**src/rtl/mem_access_ctrl_if.sv**
```systemverilog
// Bundles the request, response and memory-bus signals of mem_access_ctrl.
// The slave modport is the controller; master is the requester/bus side.
interface mem_access_ctrl_if;
    logic        i_req;
    logic [31:0] i_addr;
    logic        d_ren;
    logic        d_wen;
    logic [31:0] d_addr;
    logic [1:0]  d_size;
    logic [31:0] d_wdata;
    logic        bus_busy;
    logic [31:0] bus_rdata;
    logic        bus_ren;
    logic        bus_wen;
    logic [31:0] bus_addr;
    logic [3:0]  bus_sel;
    logic [31:0] bus_wdata;
    logic [31:0] instr_out;
    logic        instr_valid;
    logic [31:0] memload;
    logic        d_done;
    logic        misalign;
    logic        bus_err;
    logic        stall;

    modport slave (
        input  i_req, i_addr, d_ren, d_wen, d_addr, d_size, d_wdata, bus_busy, bus_rdata,
        output bus_ren, bus_wen, bus_addr, bus_sel, bus_wdata, instr_out, instr_valid,
        output memload, d_done, misalign, bus_err, stall
    );

    modport master (
        output i_req, i_addr, d_ren, d_wen, d_addr, d_size, d_wdata, bus_busy, bus_rdata,
        input  bus_ren, bus_wen, bus_addr, bus_sel, bus_wdata, instr_out, instr_valid,
        input  memload, d_done, misalign, bus_err, stall
    );
endinterface

```
**src/rtl/mem_access_ctrl.sv**
```systemverilog
// Arbitrates the shared memory bus between instruction fetch and data load/store.
// Define MEM_ACCESS_TIMEOUT_EN to abort accesses after TIMEOUT_CYC busy cycles.
module mem_access_ctrl #(
    parameter int unsigned TIMEOUT_CYC = 64
) (
    input  logic              clk,
    input  logic              nRst,
    mem_access_ctrl_if.slave  bus
);

    localparam logic [1:0] IDLE  = 2'd0;
    localparam logic [1:0] FETCH = 2'd1;
    localparam logic [1:0] DATA  = 2'd2;
    localparam logic [1:0] DONE  = 2'd3;

    logic [1:0]  state;
    logic        busRen;
    logic        busWen;
    logic [31:0] busAddr;
    logic [3:0]  busSel;
    logic [31:0] busWdata;
    logic [31:0] instrOut;
    logic        instrValid;
    logic [31:0] memload;
    logic        dDone;
    logic        misalign;
    logic        busErr;
    logic [1:0]  offset;

    logic        anyData;
    logic        misaligned;
    logic [3:0]  dataSel;
    logic        timeoutHit;

    assign anyData = bus.d_ren | bus.d_wen;

    always_comb begin
        misaligned = 1'b0;
        dataSel    = 4'b1111;
        unique case (bus.d_size)
            2'b00: dataSel = 4'b0001 << bus.d_addr[1:0];
            2'b01: begin
                dataSel    = bus.d_addr[1] ? 4'b1100 : 4'b0011;
                misaligned = bus.d_addr[0];
            end
            default: misaligned = (bus.d_addr[1:0] != 2'b00);
        endcase
    end

`ifdef MEM_ACCESS_TIMEOUT_EN
    localparam int unsigned CntW = (TIMEOUT_CYC > 1) ? $clog2(TIMEOUT_CYC) : 1;
    logic [CntW-1:0] busyCnt;

    // Abort on the busy cycle that completes TIMEOUT_CYC consecutive busy cycles.
    assign timeoutHit = bus.bus_busy && (busyCnt == CntW'(TIMEOUT_CYC - 1));

    always_ff @(posedge clk or negedge nRst) begin
        if (!nRst) begin
            busyCnt <= '0;
        end else if (state == IDLE) begin
            busyCnt <= '0;
        end else if ((state == FETCH || state == DATA) && bus.bus_busy && !timeoutHit) begin
            busyCnt <= busyCnt + 1'b1;
        end
    end
`else
    assign timeoutHit = 1'b0;
`endif

    always_ff @(posedge clk or negedge nRst) begin
        if (!nRst) begin
            state      <= IDLE;
            busRen     <= 1'b0;
            busWen     <= 1'b0;
            busAddr    <= '0;
            busSel     <= '0;
            busWdata   <= '0;
            instrOut   <= '0;
            instrValid <= 1'b0;
            memload    <= '0;
            dDone      <= 1'b0;
            misalign   <= 1'b0;
            busErr     <= 1'b0;
            offset     <= '0;
        end else begin
            instrValid <= 1'b0;
            dDone      <= 1'b0;
            misalign   <= 1'b0;
            busErr     <= 1'b0;
            case (state)
                IDLE: begin
                    // Data first: it belongs to an older instruction than the fetch.
                    if (anyData && misaligned) begin
                        state    <= DONE;
                        dDone    <= 1'b1;
                        misalign <= 1'b1;
                    end else if (anyData) begin
                        state    <= DATA;
                        busRen   <= ~bus.d_wen;
                        busWen   <= bus.d_wen;
                        busAddr  <= bus.d_addr & ~32'h3;
                        busSel   <= dataSel;
                        busWdata <= bus.d_wdata << {bus.d_addr[1:0], 3'b000};
                        offset   <= bus.d_addr[1:0];
                    end else if (bus.i_req) begin
                        state   <= FETCH;
                        busRen  <= 1'b1;
                        busAddr <= bus.i_addr & ~32'h3;
                        busSel  <= 4'b1111;
                    end
                end
                FETCH, DATA: begin
                    if (!bus.bus_busy || timeoutHit) begin
                        state  <= DONE;
                        busRen <= 1'b0;
                        busWen <= 1'b0;
                        busErr <= timeoutHit;
                        if (state == FETCH) begin
                            instrValid <= 1'b1;
                            if (!timeoutHit) instrOut <= bus.bus_rdata;
                        end else begin
                            dDone <= 1'b1;
                            if (!timeoutHit && !busWen) begin
                                memload <= bus.bus_rdata >> {offset, 3'b000};
                            end
                        end
                    end
                end
                default: state <= IDLE;
            endcase
        end
    end

    assign bus.bus_ren     = busRen;
    assign bus.bus_wen     = busWen;
    assign bus.bus_addr    = busAddr;
    assign bus.bus_sel     = busSel;
    assign bus.bus_wdata   = busWdata;
    assign bus.instr_out   = instrOut;
    assign bus.instr_valid = instrValid;
    assign bus.memload     = memload;
    assign bus.d_done      = dDone;
    assign bus.misalign    = misalign;
    assign bus.bus_err     = busErr;
    assign bus.stall       = (bus.i_req | anyData) & ~(instrValid | dDone);

endmodule

```
**src/flat_wrapper.sv**
```systemverilog
// flat-port wrapper written by rule: the top's interface ports become plain ports
module mem_access_ctrl_flat 
#(
    parameter int unsigned TIMEOUT_CYC = 64
)
  (clk, nRst, bus_i_req, bus_i_addr, bus_d_ren, bus_d_wen, bus_d_addr, bus_d_size, bus_d_wdata, bus_bus_busy, bus_bus_rdata, bus_bus_ren, bus_bus_wen, bus_bus_addr, bus_bus_sel, bus_bus_wdata, bus_instr_out, bus_instr_valid, bus_memload, bus_d_done, bus_misalign, bus_bus_err, bus_stall);
  mem_access_ctrl_if bus_i ();
  input  logic clk;
  input  logic nRst;
  input wire logic [$bits(bus_i.i_req)-1:0] bus_i_req;
  input wire logic [$bits(bus_i.i_addr)-1:0] bus_i_addr;
  input wire logic [$bits(bus_i.d_ren)-1:0] bus_d_ren;
  input wire logic [$bits(bus_i.d_wen)-1:0] bus_d_wen;
  input wire logic [$bits(bus_i.d_addr)-1:0] bus_d_addr;
  input wire logic [$bits(bus_i.d_size)-1:0] bus_d_size;
  input wire logic [$bits(bus_i.d_wdata)-1:0] bus_d_wdata;
  input wire logic [$bits(bus_i.bus_busy)-1:0] bus_bus_busy;
  input wire logic [$bits(bus_i.bus_rdata)-1:0] bus_bus_rdata;
  output wire logic [$bits(bus_i.bus_ren)-1:0] bus_bus_ren;
  output wire logic [$bits(bus_i.bus_wen)-1:0] bus_bus_wen;
  output wire logic [$bits(bus_i.bus_addr)-1:0] bus_bus_addr;
  output wire logic [$bits(bus_i.bus_sel)-1:0] bus_bus_sel;
  output wire logic [$bits(bus_i.bus_wdata)-1:0] bus_bus_wdata;
  output wire logic [$bits(bus_i.instr_out)-1:0] bus_instr_out;
  output wire logic [$bits(bus_i.instr_valid)-1:0] bus_instr_valid;
  output wire logic [$bits(bus_i.memload)-1:0] bus_memload;
  output wire logic [$bits(bus_i.d_done)-1:0] bus_d_done;
  output wire logic [$bits(bus_i.misalign)-1:0] bus_misalign;
  output wire logic [$bits(bus_i.bus_err)-1:0] bus_bus_err;
  output wire logic [$bits(bus_i.stall)-1:0] bus_stall;
  assign bus_i.i_req = bus_i_req;
  assign bus_i.i_addr = bus_i_addr;
  assign bus_i.d_ren = bus_d_ren;
  assign bus_i.d_wen = bus_d_wen;
  assign bus_i.d_addr = bus_d_addr;
  assign bus_i.d_size = bus_d_size;
  assign bus_i.d_wdata = bus_d_wdata;
  assign bus_i.bus_busy = bus_bus_busy;
  assign bus_i.bus_rdata = bus_bus_rdata;
  assign bus_bus_ren = bus_i.bus_ren;
  assign bus_bus_wen = bus_i.bus_wen;
  assign bus_bus_addr = bus_i.bus_addr;
  assign bus_bus_sel = bus_i.bus_sel;
  assign bus_bus_wdata = bus_i.bus_wdata;
  assign bus_instr_out = bus_i.instr_out;
  assign bus_instr_valid = bus_i.instr_valid;
  assign bus_memload = bus_i.memload;
  assign bus_d_done = bus_i.d_done;
  assign bus_misalign = bus_i.misalign;
  assign bus_bus_err = bus_i.bus_err;
  assign bus_stall = bus_i.stall;
  mem_access_ctrl #(.TIMEOUT_CYC(TIMEOUT_CYC)) u_core (.clk(clk), .nRst(nRst), .bus(bus_i));
endmodule
```
**config.mk**
```make
export PLATFORM = sky130hd
export DESIGN_NAME = mem_access_ctrl_flat
export DESIGN_NICKNAME = d
export VERILOG_FILES = /design/src/rtl/mem_access_ctrl_if.sv /design/src/rtl/mem_access_ctrl.sv /design/src/flat_wrapper.sv
export SDC_FILE = /design/constraint.sdc
export NUM_CORES = 1
export LEC_CHECK = 0
export ABC_AREA = 1
export CAP_MARGIN = 20
export CORE_MARGIN = 2
export CORE_UTILIZATION = 47
export DETAILED_ROUTE_END_ITERATION = 8
export MAX_ROUTING_LAYER = met4
export PLACE_DENSITY = 0.92
export SLEW_MARGIN = 5
export SYNTH_ARGS = -nofsm -noshare
export SYNTH_HDL_FRONTEND = slang
export SYNTH_SLANG_ARGS = --single-unit
```
**constraint.sdc**
```tcl
create_clock -name clk -period 4.9 [get_ports clk]
set_input_delay 0.735 -clock clk [delete_from_list [all_inputs] [get_ports clk]]
set_output_delay 0.735 -clock clk [all_outputs]
set_load 0.1 [all_outputs]
```
# Word level (Yosys, flattened, before mapping)
# Cells that the tools add are included.
[word_totals]
reg_bits = 141
latchBits = 0
ram_bits = 0
rom_bits = 0
input_bits = 136
out_inout_bits = 139
word_cells = 75
memories = 0
[classes]
n_addsub = 0
mul = 0
n_div = 0
magnitude_cmp = 0
eq_ne = 8
shift = 3
n_mux = 28
bitwise_logic = 10
n_reduce_logical = 14
[op_table]
columns = ["op", "count"]
rows = [
  ["two-way mux 32 bit", 2],
  ["<< shifter 32 x 5 -> 32 bit", 1],
  [">> shifter 32 x 5 -> 32 bit", 1],
  ["two-way mux 1 bit", 13],
  ["two-way mux 4 bit", 3],
  ["AND reduction 4 bit", 3],
  ["AND reduction 3 bit", 3],
  ["two-way mux 2 bit", 4],
  ["one-hot mux 1 bit (2 select lines)", 4],
  ["one-hot mux 4 bit (2 select lines)", 1],
  ["inverter 1 bit", 6],
  ["nonzero test 2 bit", 3],
  ["== test 2 x 1 -> 1 bit (second input constant)", 2],
  ["logical NOT 2 bit", 2],
  ["inequality test 2 bit (second input constant)", 2],
  ["inequality test 4 x 2 -> 1 bit (second input constant)", 1],
  ["one-hot mux 2 bit (2 select lines)", 1],
  ["<< shifter 1 x 2 -> 4 bit (first input constant)", 1],
  ["inequality test 3 x 2 -> 1 bit (second input constant)", 1],
  ["OR 1 bit", 3],
  ["== test 2 bit (second input constant)", 1],
  ["inequality test 2 x 1 -> 1 bit (second input constant)", 1],
  ["AND reduction 2 bit", 1],
  ["OR reduction 2 bit", 1],
  ["other kinds (2)", 2],
]

# Depth between registers and ports, before layout
[depth]
depth_word = 5
depth_mapped = 10
mapped_depth_nobuf = 9

# Worst setup path after synthesis
# Ideal clock, no wire load.
[synth_timing]
path_type = "input-to-output"
from = "input port bus_d_wen"
to = "output port bus_stall"
t_arrival_ps = 2987
required_time_ps = 4165
setup_slack_ps = 1178
stages = 4
n_path_buf = 0
path_cell_list = "inv_1 nand2_2 nor2_1 nor3_1"
[synth_via]
elab_chain_cells = 3
[synth_rtl]
columns = ["item", "line", "rtl"]
rows = [
  ["from (decl)", "flat_wrapper.sv:13", "input wire logic [$bits(bus_i.d_wen)-1:0] bus_d_wen;"],
  ["OR 1 bit", "mem_access_ctrl.sv:35", "assign anyData = bus.d_ren | bus.d_wen;"],
  ["OR 1 bit", "mem_access_ctrl.sv:145", "assign bus.stall = (bus.i_req | anyData) & ~(instrValid | dDone);"],
  ["bitwise AND 1 bit", "mem_access_ctrl.sv:145", ""],
  ["to (decl)", "flat_wrapper.sv:30", "output wire logic [$bits(bus_i.stall)-1:0] bus_stall;"],
]
# No other way between the ends.

# Final worst setup path
# Same ends and word-level chain as after synthesis.

==> out/metrics.cfg <==
[timing]
maxSlewHeadroom = 0.2953
finalSetupTns_ps = 0
finalHoldViolations = 0
layout_min_cycle_time_ps = 3262
finalSetupViolCount = 0
max_freq_mhz = 306.6
worst_pin_slew_ps = 1054
timing.hold.ws_ps = 416.5
period_share = 0.6656
rsz0062_at_grt = no
finClkSkew_ps = 6.427
drv_slew = 0

[drt]
vias = 6895
avgRoutedWirePerCell_um = 15.69
wirelength_mm = 20.95
drt_iter0_markers = 611
firstDrtPassIters = 5
route.detailed.drc = 0
drtAntennaViolNets = 0
viasPerCell = 5.165

[place]
place_congestion = 0.9101
hpwl_mm = 14.80
io_buffer_count = 269
postPlaceCellArea_um2 = 9463

[finish]
nets = 1284
antennaDiodeCount = 0
syn_to_final_growth_pct = 47.03
layout_common_cells = nand2_1 (463), clkdlybuf4s50_1 (267), dfrtp_1 (139), o21ai_0 (78), inv_1 (46)
mostFrequentLayoutCell = nand2_1
final_area_um2 = 9995
n_fill_cell = 1056
drive_gt1_frac = 0.04069

[setup_path]
crit_path_end_kind = output port
cp-start-kind = primary input
required_ps = 4160
critPathMaxFanout = 34
r2r_start = u_core.state[0]
crit_start = bus_d_wen
critPathArrivalTime_ps = 2530
criticalPathCategory = primary input to output port

[synth]
netlist_instances = 901
synth-seq-cells = 139
syn_avg_cell_area_um2 = 7.545
yosys_warnings = 0
synth_area_leaders = dfrtp_1 (51%), nand2_1 (26%), o21ai_0 (5.7%), nand3_1 (2.8%), inv_1 (2.5%)
synth_edf_count = 0
post_synth_num_cell_types = 27
async_flop_share = 1.000
synth_ff_type = dfrtp_1
synth-seq-area-share = 0.5117
synth_top_area_share = 0.5117
synth_top_area_cell = dfrtp_1
syn_area_um2 = 6798

[clock_tree]
root_buffer = clkbuf_16
clk_pin_slew_worst_paths_ps = 50
cts_sinks = 139
cts_tree = yes
h-tree-depth = 4
holdBufCountCts = 0
worstSkewPairLatency_ps = 420
cts_setup_buffers = 0
cts_resized = 0
cts.path.max_buffers = 2
cts_buffers = 17

[global_route]
grt_pass1_vias = 6624
overflow = 0
grt_max_degree = 100
antenna_found_initial = 0
grt_pass1_wl_mm = 33.51
grt_usage = 0.2806

[die]
start_util = 0.4860
coreArea_um2 = 13990
dieArea_um2 = 15440
ios = 275
die_height_um = 124.3
core.rowCount = 43
die_w_um = 124.3

[job]
cap_violations = 0

[status]
status = complete, no violations

[worst_hold_path]
worst_hold_path_type = primary input to async pin

-- final timing paths --
check | endpoint | slack (ps) | cells after the start
max in group asynchronous | u_core.state[0] | 3380 | 2
hold reg to reg | u_core.bus.instr_out[29] | 470 | 2
setup / recovery | bus_stall | 1640 | 6
hold / removal | u_core.bus.memload[6] | 420 | 1
min in group clk | u_core.bus.instr_out[29] | 470 | 2
setup reg to reg | u_core.bus.memload[12] | 2480 | 8
-- flip-flops by register name, summed over array words and instances, names as in the netlist --
register                cells
u_core.bus.bus_ren          1
u_core.bus.bus_sel          4
u_core.bus.misalign         1
u_core.offset               2
u_core.bus.bus_wdata       32
u_core.bus.bus_addr        30
u_core.bus.bus_wen          1
u_core.bus.instr_out       32
u_core.bus.d_done           1
u_core.bus.instr_valid      1
u_core.bus.memload         32
u_core.state                2
-- cell usage after synthesis, drive strengths merged, types with 3 or more instances --
library cell,n
nand2,466
dfrtp,139
o21ai,95
inv,51
nand3,40
buf,37
nor2,21
clkbuf,16
o211ai,15
a21oi,14
ha,3
-- final cells by class --
class / count / area, um2 / share of cell area
clock buffers: 26 / 489.2 / 0.04895
clock inverters: 3 / 15.01 / 0.001502
inverters: 52 / 197.7 / 0.01978
multi-input cells: 659 / 2818 / 0.2819
flip-flops and latches: 139 / 3478 / 0.3480
well taps: 180 / 225.2 / 0.02253
repair buffers: 276 / 2771 / 0.2773
-- per-layer routing --
metal  wire [um]  global-route usage  up-vias  part of all wire
met5           0                   -        -                 0
met4         599              0.1064        0             0.029
met3        1806             0.06229       49             0.086
met2       10290              0.4619      369              0.49
met1        8251              0.3395     3182              0.39
li1            -                   -     3295                 -
-- per-stage QoR --
step | setup WS (ps) | util | cells
after floorplan | 1178 | - | 903
after global placement | 1397 | 0.6754 | 1304
after detailed placement | 1268 | 0.6765 | 1305
after CTS | 1611 | 0.7125 | 1334
after global routing | 1460 | 0.7145 | 1335
final | 1638 | 0.7145 | 1335
-- critical path, cell delays in order --
cell	delay [ps]
clkdlybuf4s50_1	570
inv_1	90
nand2_2	490
nor2_1	150
nor3_1	160
buf_4	320
-- cell families after synthesis --
family | count (synthesis) | synth area share
other | 1 | 0.0005517
adder cells (fa/ha/maj) | 3 | 0.005522
AND/OR/NAND/NOR | 529 | 0.3101
flip-flops | 139 | 0.5117
AO/OA/AOI/OAI | 124 | 0.09682
buffers and inverters | 105 | 0.07528
Power is left out: the tool's default activity adds up to more than one toggle a clock period on the data nets, which glitch-free logic cannot reach.
